### src/rtl/cache_arbiter.sv
// Shares one line-wide memory port between the I-cache and D-cache, granting
// one whole line transaction at a time with round-robin on contention.
module cache_arbiter #(
    parameter int ADDR_WIDTH = 32,
    parameter int LINE_WIDTH = 256
) (
    input  logic                  clk,
    input  logic                  rst,

    input  logic                  i_pmem_read,
    input  logic [ADDR_WIDTH-1:0] i_pmem_address,
    output logic [LINE_WIDTH-1:0] i_pmem_rdata,
    output logic                  i_pmem_resp,

    input  logic                  d_pmem_read,
    input  logic                  d_pmem_write,
    input  logic [ADDR_WIDTH-1:0] d_pmem_address,
    input  logic [LINE_WIDTH-1:0] d_pmem_wdata,
    output logic [LINE_WIDTH-1:0] d_pmem_rdata,
    output logic                  d_pmem_resp,

    output logic                  mem_read,
    output logic                  mem_write,
    output logic [ADDR_WIDTH-1:0] mem_address,
    output logic [LINE_WIDTH-1:0] mem_wdata,
    input  logic [LINE_WIDTH-1:0] mem_rdata,
    input  logic                  mem_resp,

    output logic                  busy,
    output logic                  grant_d
);

    typedef enum logic [1:0] {
        IDLE    = 2'd0,
        I_BUSY  = 2'd1,
        D_BUSY  = 2'd2,
        RELEASE = 2'd3
    } state_t;

    state_t                  state;
    logic                    last_grant_d;
    logic [ADDR_WIDTH-1:0]   addr_q;
    logic [LINE_WIDTH-1:0]   wdata_q;

    logic                    i_req;
    logic                    d_req;
    logic                    pick_d;

    assign i_req  = i_pmem_read;
    assign d_req  = d_pmem_read | d_pmem_write;
    // On a tie the side that was not served last wins.
    assign pick_d = d_req & (~i_req | ~last_grant_d);

    always_ff @(posedge clk or posedge rst) begin
        if (rst) begin
            state        <= IDLE;
            last_grant_d <= 1'b0;
            addr_q       <= '0;
            wdata_q      <= '0;
            mem_read     <= 1'b0;
            mem_write    <= 1'b0;
        end else begin
            case (state)
                IDLE: begin
                    if (i_req | d_req) begin
                        last_grant_d <= pick_d;
                        if (pick_d) begin
                            state     <= D_BUSY;
                            addr_q    <= d_pmem_address;
                            wdata_q   <= d_pmem_wdata;
                            // A simultaneous read+write from the D-cache resolves as a write.
                            mem_read  <= ~d_pmem_write;
                            mem_write <= d_pmem_write;
                        end else begin
                            state     <= I_BUSY;
                            addr_q    <= i_pmem_address;
                            mem_read  <= 1'b1;
                            mem_write <= 1'b0;
                        end
                    end
                end
                I_BUSY, D_BUSY: begin
                    if (mem_resp) begin
                        state     <= RELEASE;
                        mem_read  <= 1'b0;
                        mem_write <= 1'b0;
                    end
                end
                RELEASE: begin
                    state <= IDLE;
                end
                default: begin
                    state <= IDLE;
                end
            endcase
        end
    end

    // Response is only meaningful while the owner holds the port.
    assign i_pmem_resp  = (state == I_BUSY) & mem_resp;
    assign d_pmem_resp  = (state == D_BUSY) & mem_resp;
    assign i_pmem_rdata = mem_rdata;
    assign d_pmem_rdata = mem_rdata;

    assign mem_address  = addr_q;
    assign mem_wdata    = wdata_q;
    assign busy         = (state != IDLE);
    assign grant_d      = last_grant_d;

endmodule

### config.mk
export PLATFORM = sky130hd
export DESIGN_NAME = cache_arbiter
export DESIGN_NICKNAME = d
export VERILOG_FILES = /design/src/rtl/cache_arbiter.sv
export SDC_FILE = /design/constraint.sdc
export NUM_CORES = 1
export LEC_CHECK = 0
export ABC_AREA = 1
export CAP_MARGIN = 20
export CORE_AREA = 2 2 538 540
export DETAILED_ROUTE_END_ITERATION = 10
export DIE_AREA = 0 0 540 542
export GPL_ROUTABILITY_DRIVEN = 1
export GPL_TIMING_DRIVEN = 0
export SKIP_LAST_GASP = 1
export SLEW_MARGIN = 20
export SYNTH_ARGS = -nofsm -noshare
export SYNTH_HDL_FRONTEND = slang
export SYNTH_SLANG_ARGS = --single-unit
### constraint.sdc
create_clock -name clk -period 13.9 [get_ports clk]
set_clock_uncertainty 0.2 [all_clocks]
set_input_delay 4.17 -clock clk [delete_from_list [all_inputs] [get_ports clk]]
set_output_delay 4.17 -clock clk [all_outputs]
set_load 0.05 [all_outputs]
# Word level (Yosys, flattened, before mapping)
# Cells that the tools add are included.
op_classes:
  eq_ne: 5
  muxes: 12
  bitwise_logic: 9
  reduce_logical: 8
op_table:
  columns: ["operator", "n"]
  rows:
  - ["32-bit 2-to-1 mux", 1]
  - ["2-bit 2-to-1 mux", 3]
  - ["2-bit one-hot mux with 3 select lines", 1]
  - ["3-bit AND reduction", 2]
  - ["1-bit 2-to-1 mux", 5]
  - ["2-bit == test, second input constant", 2]
  - ["2-bit != test, second input constant", 2]
  - ["1-bit one-hot mux with 2 select lines", 2]
  - ["2-bit AND reduction", 2]
  - ["2-bit nonzero test", 2]
  - ["1-bit bitwise AND", 3]
  - ["1-bit inverter", 3]
  - ["1-bit OR", 3]
  - ["2-bit by 1-bit == test with 1-bit output, second input constant", 1]
  - ["2-bit zero test", 1]
  - ["2-bit OR reduction", 1]
word_totals:
  reg_bits: 293
  inputBits: 582
  output_inout_bits: 806
  wordCells: 40

# Longest topological paths before layout
# Gate-level depths: netlist (run 1).
logic_depth:
  word_depth: 6
  ltp_mapped: 9
  depth_no_buf: 8

# Worst setup path after synthesis (run 1)
# OpenSTA, ideal clock, no wires.
synth_path:
  path_type: "input port to output port"
  start: "in mem_resp"
  end: "out d_pmem_resp"
  t_arrival_ps: 4510
  required_time_ps: 9530
  slack_ps: 5020
  path_stages: 2
  path_buffers: 0
  path_cell_list: "nand2_1 inv_1"
synth_via:
  elab_chain_len: 1
synth_rtl:
  columns: ["item", "line", "source"]
  rows:
  - ["start, declared", "27", "input logic mem_resp,"]
  - ["1-bit bitwise AND", "101", "assign d_pmem_resp = (state == D_BUSY) & mem_resp;"]
  - ["end, declared", "20", "output logic d_pmem_resp,"]
# No other way between the ends.

# Worst setup path in the final report (run 1)
layout_path:
  start: "in mem_resp"
  end: "out i_pmem_resp"
layout_via:
  elab_chain_len: 1
layout_rtl:
  columns: ["item", "line", "source"]
  rows:
  - ["1-bit bitwise AND", "100", "assign i_pmem_resp = (state == I_BUSY) & mem_resp;"]
  - ["end, declared", "13", "output logic i_pmem_resp,"]
# No other way between the ends.

==> results of run 1 <==
## flip-flops by register name, summed over array words and instances, names as in the netlist
name,flops
mem_wdata,256
mem_address,32
state,2
grant_d,1
mem_read,1
mem_write,1
## report_power, final
group,switching (mW),total [mW],leakage (nW),internal (mW)
Clock,0.507,1.23,0.733,0.720
Combinational,3.28,4.55,10.1,1.26
Sequential,0.311,1.58,3.62,1.27
Total,4.10,7.36,14.4,3.25
## cells by family (layout without fill, tap and decap cells)
logic type,after synthesis,in the layout,share of synthesized area [%]
other cells,0,25,0
buf+inv,596,1806,27.8
compound gates,2,2,0.0887
flops,293,293,47.3
simple gates,993,993,24.5
fa+ha+maj,4,4,0.323
## cells in the final DEF (no fill, tap or decap), drive strengths merged
cell / count
a21oi: 2
clkinvlp: 3
diode: 25
buf: 586
clkdlybuf4s50: 1115
nand3: 35
nand2: 951
dfrtp: 293
inv: 20
bufinv: 7
clkbuf: 67
clkinv: 8
or2: 2
nand4: 2
ha: 4
nor2: 3
## final timing paths
path,start,to,cells past startpoint
hold / removal,mem_wdata[114]$_DFFE_PP0P_,mem_wdata[114]$_DFFE_PP0P_,2
setup reg to reg,grant_d$_DFFE_PP0P_,mem_wdata[93]$_DFFE_PP0P_,7
max in group asynchronous,rst,mem_wdata[89]$_DFFE_PP0P_,4
hold reg to reg,mem_wdata[114]$_DFFE_PP0P_,mem_wdata[114]$_DFFE_PP0P_,2
setup / recovery,mem_resp,i_pmem_resp,4
min in group asynchronous,rst,mem_wdata[206]$_DFFE_PP0P_,2
## worst register-to-register path: stages, from the launching register on
cell and delay [ns]:
dfrtp_1 0.48, nand2_2 0.30, nand2_4 0.23, nor2_4 0.41, buf_4 0.38, buf_4 0.22, nand2_1 0.41, nand2_1 0.21
## layer usage
layer | GRT usage, % | share of wire [%]
met2 | 17.0 | 42
met3 | 6.69 | 14
met4 | 4.32 | 4.0
met5 | 0.789 | 0.28
met1 | 13.0 | 39
## area by class of cell
cell class                      count  area share (%)
Clock inverter                     25            1.11
Antenna cell                       25           0.189
Buffer                            583            12.9
Clock buffer                       50            3.41
Tap cell                         3781            14.3
Sequential cell                   293            22.1
Timing Repair Buffer             1135            34.2
Inverter                           13           0.170
Multi-Input combinational cell    999            11.7
## metrics by stage
stage / TNS [ns] / power (mW)
4_1_cts: 0 / 7.49
3_3_place_gp: -1312.24 / 6.21
3_5_place_dp: 0 / 6.21
5_1_grt: 0 / 7.72
2_1_floorplan: 0 / 4.05
6_report: 0 / 7.36
==> summary by stage, run 1 <==
Power
The areal power density over the cells is 222 nW/µm². The analysis attributes to cell leakage a power of 14.4 nW. The maximum ir drop on the vdd rail is 0.000101 V.

Logic synthesis
For this run, the leading register cell type out of synthesis is dfrtp_1. The post-synthesis cell count is 1888. The net count of the mapped netlist is 2474. Yosys printed 0 warnings. By instance count, the leading cell after synthesis is nand2_1. In this run, synthesis inferred 0 flip-flops with an integrated enable.

The flip-flop and latch count after synthesis is 293. The sequential area share after synthesis is 47.3%. In the synthesized netlist the async set-or-reset flop fraction comes to 100%. Sorting the synthesized cells by area gives the leading types as dfrtp_1, buf_4, nand2_1, nand3_1, buf_2. The commonest cells after synthesis are nand2_1, buf_4, dfrtp_1. The number of distinct standard cells referenced by the synthesized netlist is 18. The synthesized design spends more area on one cell type than any other, namely dfrtp_1.

Each instance of the synthesized netlist takes up on average 8.22 µm². The cell area after synthesis is 15500 µm². Summed over its instances, the top area cell type makes up 47.3% of the synthesized netlist area.

CTS
The number of buffers inserted for hold repair after clock tree synthesis is 0. The quantity of gates resized following cts is 0. The number of sinks driven by the clock tree is 293.

TritonCTS created 41 clock buffers. In this run the post-CTS setup repair buffer count came out at 0. The deepest clock path buffer count is 3. After clock tree synthesis, the clock-pin slew on the worst setup and hold paths is 0.07 ns. The CTS root buffer is clkbuf_16. The CTS tree is built. For the worst-skew pair, the clock arrives at the later sink with an insertion delay of 0.63 ns. The number of levels in the clock H-tree is 2.

STA
The number of endpoints with negative hold slack in the final report is 0. In this run the tightest slew margin relative to its limit is 18.5%. The slew of the pin with the lowest slew margin is 1.22 ns. Hold is met by 0.266 ns. The share of the clock period used by the worst path is 74.2%. Once routing completed, OpenROAD measured the worst setup slack at 3.59 ns. Counting I/O delays and the setup requirement, the final critical path takes 10.31 ns. Setup violations remaining at the end of the flow were counted as 0.

The highest achievable clock rate is 97.0 MHz. Setup repair after global routing left no endpoint under its margin. The max-slew violation count is 0.

Detailed routing
Summed over all layers, the routed wires come to 173000 µm. The ratio of routed vias to standard cells is 2.50. The count of nets left with antenna violations after detail routing is 0. The mean routed wirelength per cell is 25.0 µm. After detailed routing, the number of remaining DRC violations is 0. The routed layout has 17200 vias. In this run, the number of DRC markers left after iteration 0 of detailed routing was 1339. The first detailed-routing pass ran for 5 iterations.

Die
The core region is 287000 µm². The floorplan has 197 rows. The effective utilization at floorplan is 5.41%. Measured along the y axis, the die boundary spans 542 µm. The die covers 293000 µm². The number of primary I/O pins is 1388.

Measured along the x axis, the die boundary spans 540 µm.

Global route
The via count of the first global-routing pass is 17100. The total overflow left after global routing is 0. The pin count of the biggest net entering global routing is 90.

The initial antenna violation count is 46. The first global-routing pass estimated 208000 µm of wire. Global routing used 11.3% of the available tracks.

Setup path
The most numerous cell on the critical path is clkdlybuf4s50_1. The slowest stage of the critical path is the clkdlybuf4s50_1 cell. The critical path goes through clkdlybuf4s50_1 > nand2_1 > inv_1 > clkdlybuf4s50_1. For flop-to-flop paths, the worst setup slack is 10.98 ns. The worst setup path is captured at a primary output.

Data on the critical path arrives at its endpoint at 5.94 ns. Among cell families on the critical path, the largest total delay comes from buffers and inverters. STA classifies the critical path startpoint as a primary input. Along the worst path, the maximum fanout reaches 3.

On the worst path, the slowest cell contributes a delay of 0.92 ns. The combined buffer and inverter count along the critical path is 3. The critical path in this run is classified as primary input to primary output. The worst endpoint required time is 9.53 ns.

Finish
In the final layout, flip-flops and latches occupy 7330 µm². Compared with the post-synthesis result, the final layout area differs by 114%. The share of layout cells above drive strength 1 is 21.6%. The area occupied by multi-input gates is 3870 µm². The layout filler cell count is 33200. The filler-free cell count of the finished design is 6904.

After routing the design area is 33200 µm². The end-of-flow core utilization is 11.6%. At the end of the flow, the number of nets in the layout was 3652.

Placement
The congestion estimate from routability-driven global placement came to 1.05. The post-placement cell count is 6804. The HPWL after detailed placement is 157000 µm. Timing analysis after detailed placement gives a worst setup slack of 3.47 ns. The area of placed instances is 31600 µm². The count of input and output buffers is 1131.

Run status
The flow ran to the end, and the final reports show no timing, DRC or antenna violations.

Worst hold path
The path class of the lowest-slack min-delay path is flip-flop to flip-flop.

Job
The number of maximum-capacitance violations is 0.
Power figures use the tool's default switching activity.
==> run 2: changes to the inputs <==
CORE_AREA = 2 2 549 551   (was 2 2 538 540)
DIE_AREA = 0 0 551 553   (was 0 0 540 542)
clock period = 9.4 ns   (was 13.9 ns; I/O delays follow)
==> run 2 against run 1 <==
Compared with the run above: die area increased by 4.1%; final area is 1.4% higher; core utilization down 0.30 points; non-clock buffer count is 9 higher; largest power group unchanged.
==> summary by stage, run 2 (synthesized netlist as in run 1, its figures left out) <==
STA
The number of endpoints with negative hold slack in the final report came to 0. The clock period could shrink to 7.61 ns. The count of endpoints failing setup in the final report is 0. Static timing analysis puts the maximum clock frequency at 131 MHz. After routing, the total negative slack on setup checks comes to 0 ns. At the pin with the least slew margin, the transition time is 1.16 ns. Measured against its own limit, the worst slew margin works out to 22.7%.

In the finished design, the share of the clock period the worst path needs comes to 80.9%. Setup repair after global routing left no endpoint under its margin. The max-slew violation count is 0.

Setup path
The combined buffer and inverter count along the critical path is 3. Traced cell by cell, the critical path runs through clkdlybuf4s50_1 > nand2_1 > inv_1 > clkdlybuf4s50_1. The critical path is of the primary input to primary output type.

For this run, the slowest stage of the critical path takes 0.84 ns. The most numerous cell on the critical path is clkdlybuf4s50_1. The worst endpoint required time is 6.38 ns.

The type of origin of the critical path is a primary input. The cell with the largest stage delay on the worst path is clkdlybuf4s50_1. Broken down by cell family, the worst path's largest delay share belongs to buffers and inverters. The endpoint class of the critical path is a primary output. The endpoint arrival time on the critical path is 4.59 ns. Of all nets on the critical path, the largest fanout is 3.

CTS
In this run the number of H-tree levels came out at 2. The number of sinks driven by the clock tree is 293. The clock transition time at the flip-flop clock pins of the worst setup and hold paths is 0.06 ns. The count of buffers added by post-CTS timing repair for setup is 0. The CTS root buffer is clkbuf_16. TritonCTS built the clock tree. Counting along the longest clock path gives a buffer depth of 3. At the later pin of the worst-skew pair, clock insertion delay measures 0.65 ns.

The number of buffers inserted during clock tree synthesis is 42. The number of hold buffers added after CTS was 0. In this run, post-CTS repair resized a total of 0 instances.

Power
The total net switching power is 6.02 mW. The clock group share of total power is 16.7%. The internal portion of the total power is 4.85 mW. The part of the total power dissipated in combinational logic is 62.1%. For this design the ratio of total power to cell area is 323 nW/µm².

The maximum ir drop on the vdd rail is 0.000169 V. The static power due to leakage is 14.5 nW. Of the total power, registers draw 21.2%.

In this run switching power makes up 55.4% of total power.

Die
In this run the vertical extent of the chip is 553 µm. In this run the standard cell core region covers 299000 µm². The placement row count is 201. The full die area is 305000 µm². The number of primary I/O pins is 1388. The effective utilization at floorplan is 5.19%. The die is 551 µm wide.

Placement
The post-placement cell count is 6990. The area of placed instances is 32000 µm². Port buffering added 1131 buffers. The global placement routability congestion is 1.09. The HPWL reported at the end of detailed placement is 165000 µm.

Detailed routing
For this run, design rule violations remaining after detail routing come to 0. Once detail routing completed, the nets flagged for antenna violations numbered 0. Using the TritonRoute via totals, the vias-per-cell ratio works out to 2.42. The first-pass detailed-route iteration total is 5. The detailed router's first-iteration violation count is 1008. The routed layout has 17200 vias. For this block, the routed nets add up to 181000 µm of wire. The mean routed wirelength per cell is 25.4 µm.

Run status
The flow ran to the end, and the final reports show no timing, DRC or antenna violations.

Global route
Global routing used 13.1% of the available met1 tracks. In the global route stage, met3 resource usage came out at 6.48%. The total global routing track utilization is 11.3%. The first global-routing pass estimated 214000 µm of wire.

The residual overflow from global routing is 0. The busiest layer in global routing is met2. The initial antenna violation count is 99. For met2 alone, demand over resource in global routing was 17.3%. Entering global routing, the biggest net connects 31 pins. The via count of the first global-routing pass is 17200.

Finish
The leading cell type in the layout, fill and taps excluded is clkdlybuf4s50_1. Counting the fill cells in the layout gives 34700. The layout overhead on the synthesized area is 117%. The filler-free cell count of the finished design is 7107. The finished cells cover 33600 µm². The flip-flop count of the largest register after layout is 256. For this run, the post-layout net count is 3662. The end-of-flow core utilization is 11.3%.

In the layout the commonest cells are clkdlybuf4s50_1, nand2_1, buf_4. The share of layout cells above drive strength 1 is 21.5%.

Worst hold path
The path class of the lowest-slack min-delay path is flip-flop to flip-flop.

Job
Across the run, the number of max-cap violations was 0.
[run 2: cell types whose count changed in the layout (fill, tap and decap cells not counted), moves of 4 or more]
| cell | delta |
|---|---|
| clkdlybuf4s50_1 | +6 |
| clkbuf_1 | +4 |
| inv_8 | -4 |
| diode_2 | +16 |
| buf_2 | -6 |
| buf_12 | +10 |
[run 2: path summary, 6_finish.rpt]
kind	cells past startpoint	to	slack [ns]	from
max	4	i_pmem_resp	1.79	mem_resp
min	2	mem_wdata[18]$_DFFE_PP0P_	0.27	mem_wdata[18]$_DFFE_PP0P_
max reg2reg	9	mem_wdata[6]$_DFFE_PP0P_	6.41	state[0]$_DFFE_PP0P_
min reg2reg	2	mem_wdata[18]$_DFFE_PP0P_	0.27	mem_wdata[18]$_DFFE_PP0P_
max in group asynchronous	8	mem_wdata[50]$_DFFE_PP0P_	4.99	rst
min in group asynchronous	2	state[1]$_DFFE_PP0P_	2.34	rst
[run 2: final cells by class]
class,instances,area [µm²],area share [%]
inverters,13,52.6,0.156
plain buffers,583,4260,12.7
multi-input cells,999,3870,11.5
repair buffers,1144,11500,34.3
clock inverters,20,325,0.967
well taps,3958,4950,14.7
flip-flops and latches,293,7330,21.8
clock buffers,56,1180,3.52
diodes,41,103,0.305
[run 2: per-stage QoR]
stage	hold slack [ns]	setup slack [ns]	total power, mW
after floorplan	0.274	2.49	6.00
after global placement	0.255	-1.14	9.20
after detailed placement	0.256	1.66	9.19
after CTS	0.272	1.64	11.1
after global routing	0.288	1.62	11.4
final	0.266	1.79	10.9
[run 2: worst min-delay path: cells and delay by family, from the launching register on]
kind / cells / cell delay (ns)
and+or+nand+nor: 2 / 0.09
DFF: 1 / 0.34
[run 2: power groups by stage]
| stage | Combinational (mW) | Clock [mW] | Sequential (mW) |
|---|---|---|---|
| after detailed placement | 6.89 | 0 | 2.30 |
| after CTS | 6.91 | 1.90 | 2.29 |
| after global placement | 6.90 | 0 | 2.29 |
| after global routing | 7.14 | 1.94 | 2.36 |
| after floorplan | 1.70 | 0 | 4.30 |
| final | 6.75 | 1.82 | 2.30 |
[run 2: metal layers]
layer / part of all wire, % / vias to the layer above / wire, µm
met1: 39 / 7962 / 71300
met5: 0.30 / - / 540
li1: - / 7629 / -
met4: 3.6 / 50 / 6510
met2: 42 / 1302 / 76600
met3: 14 / 239 / 25600
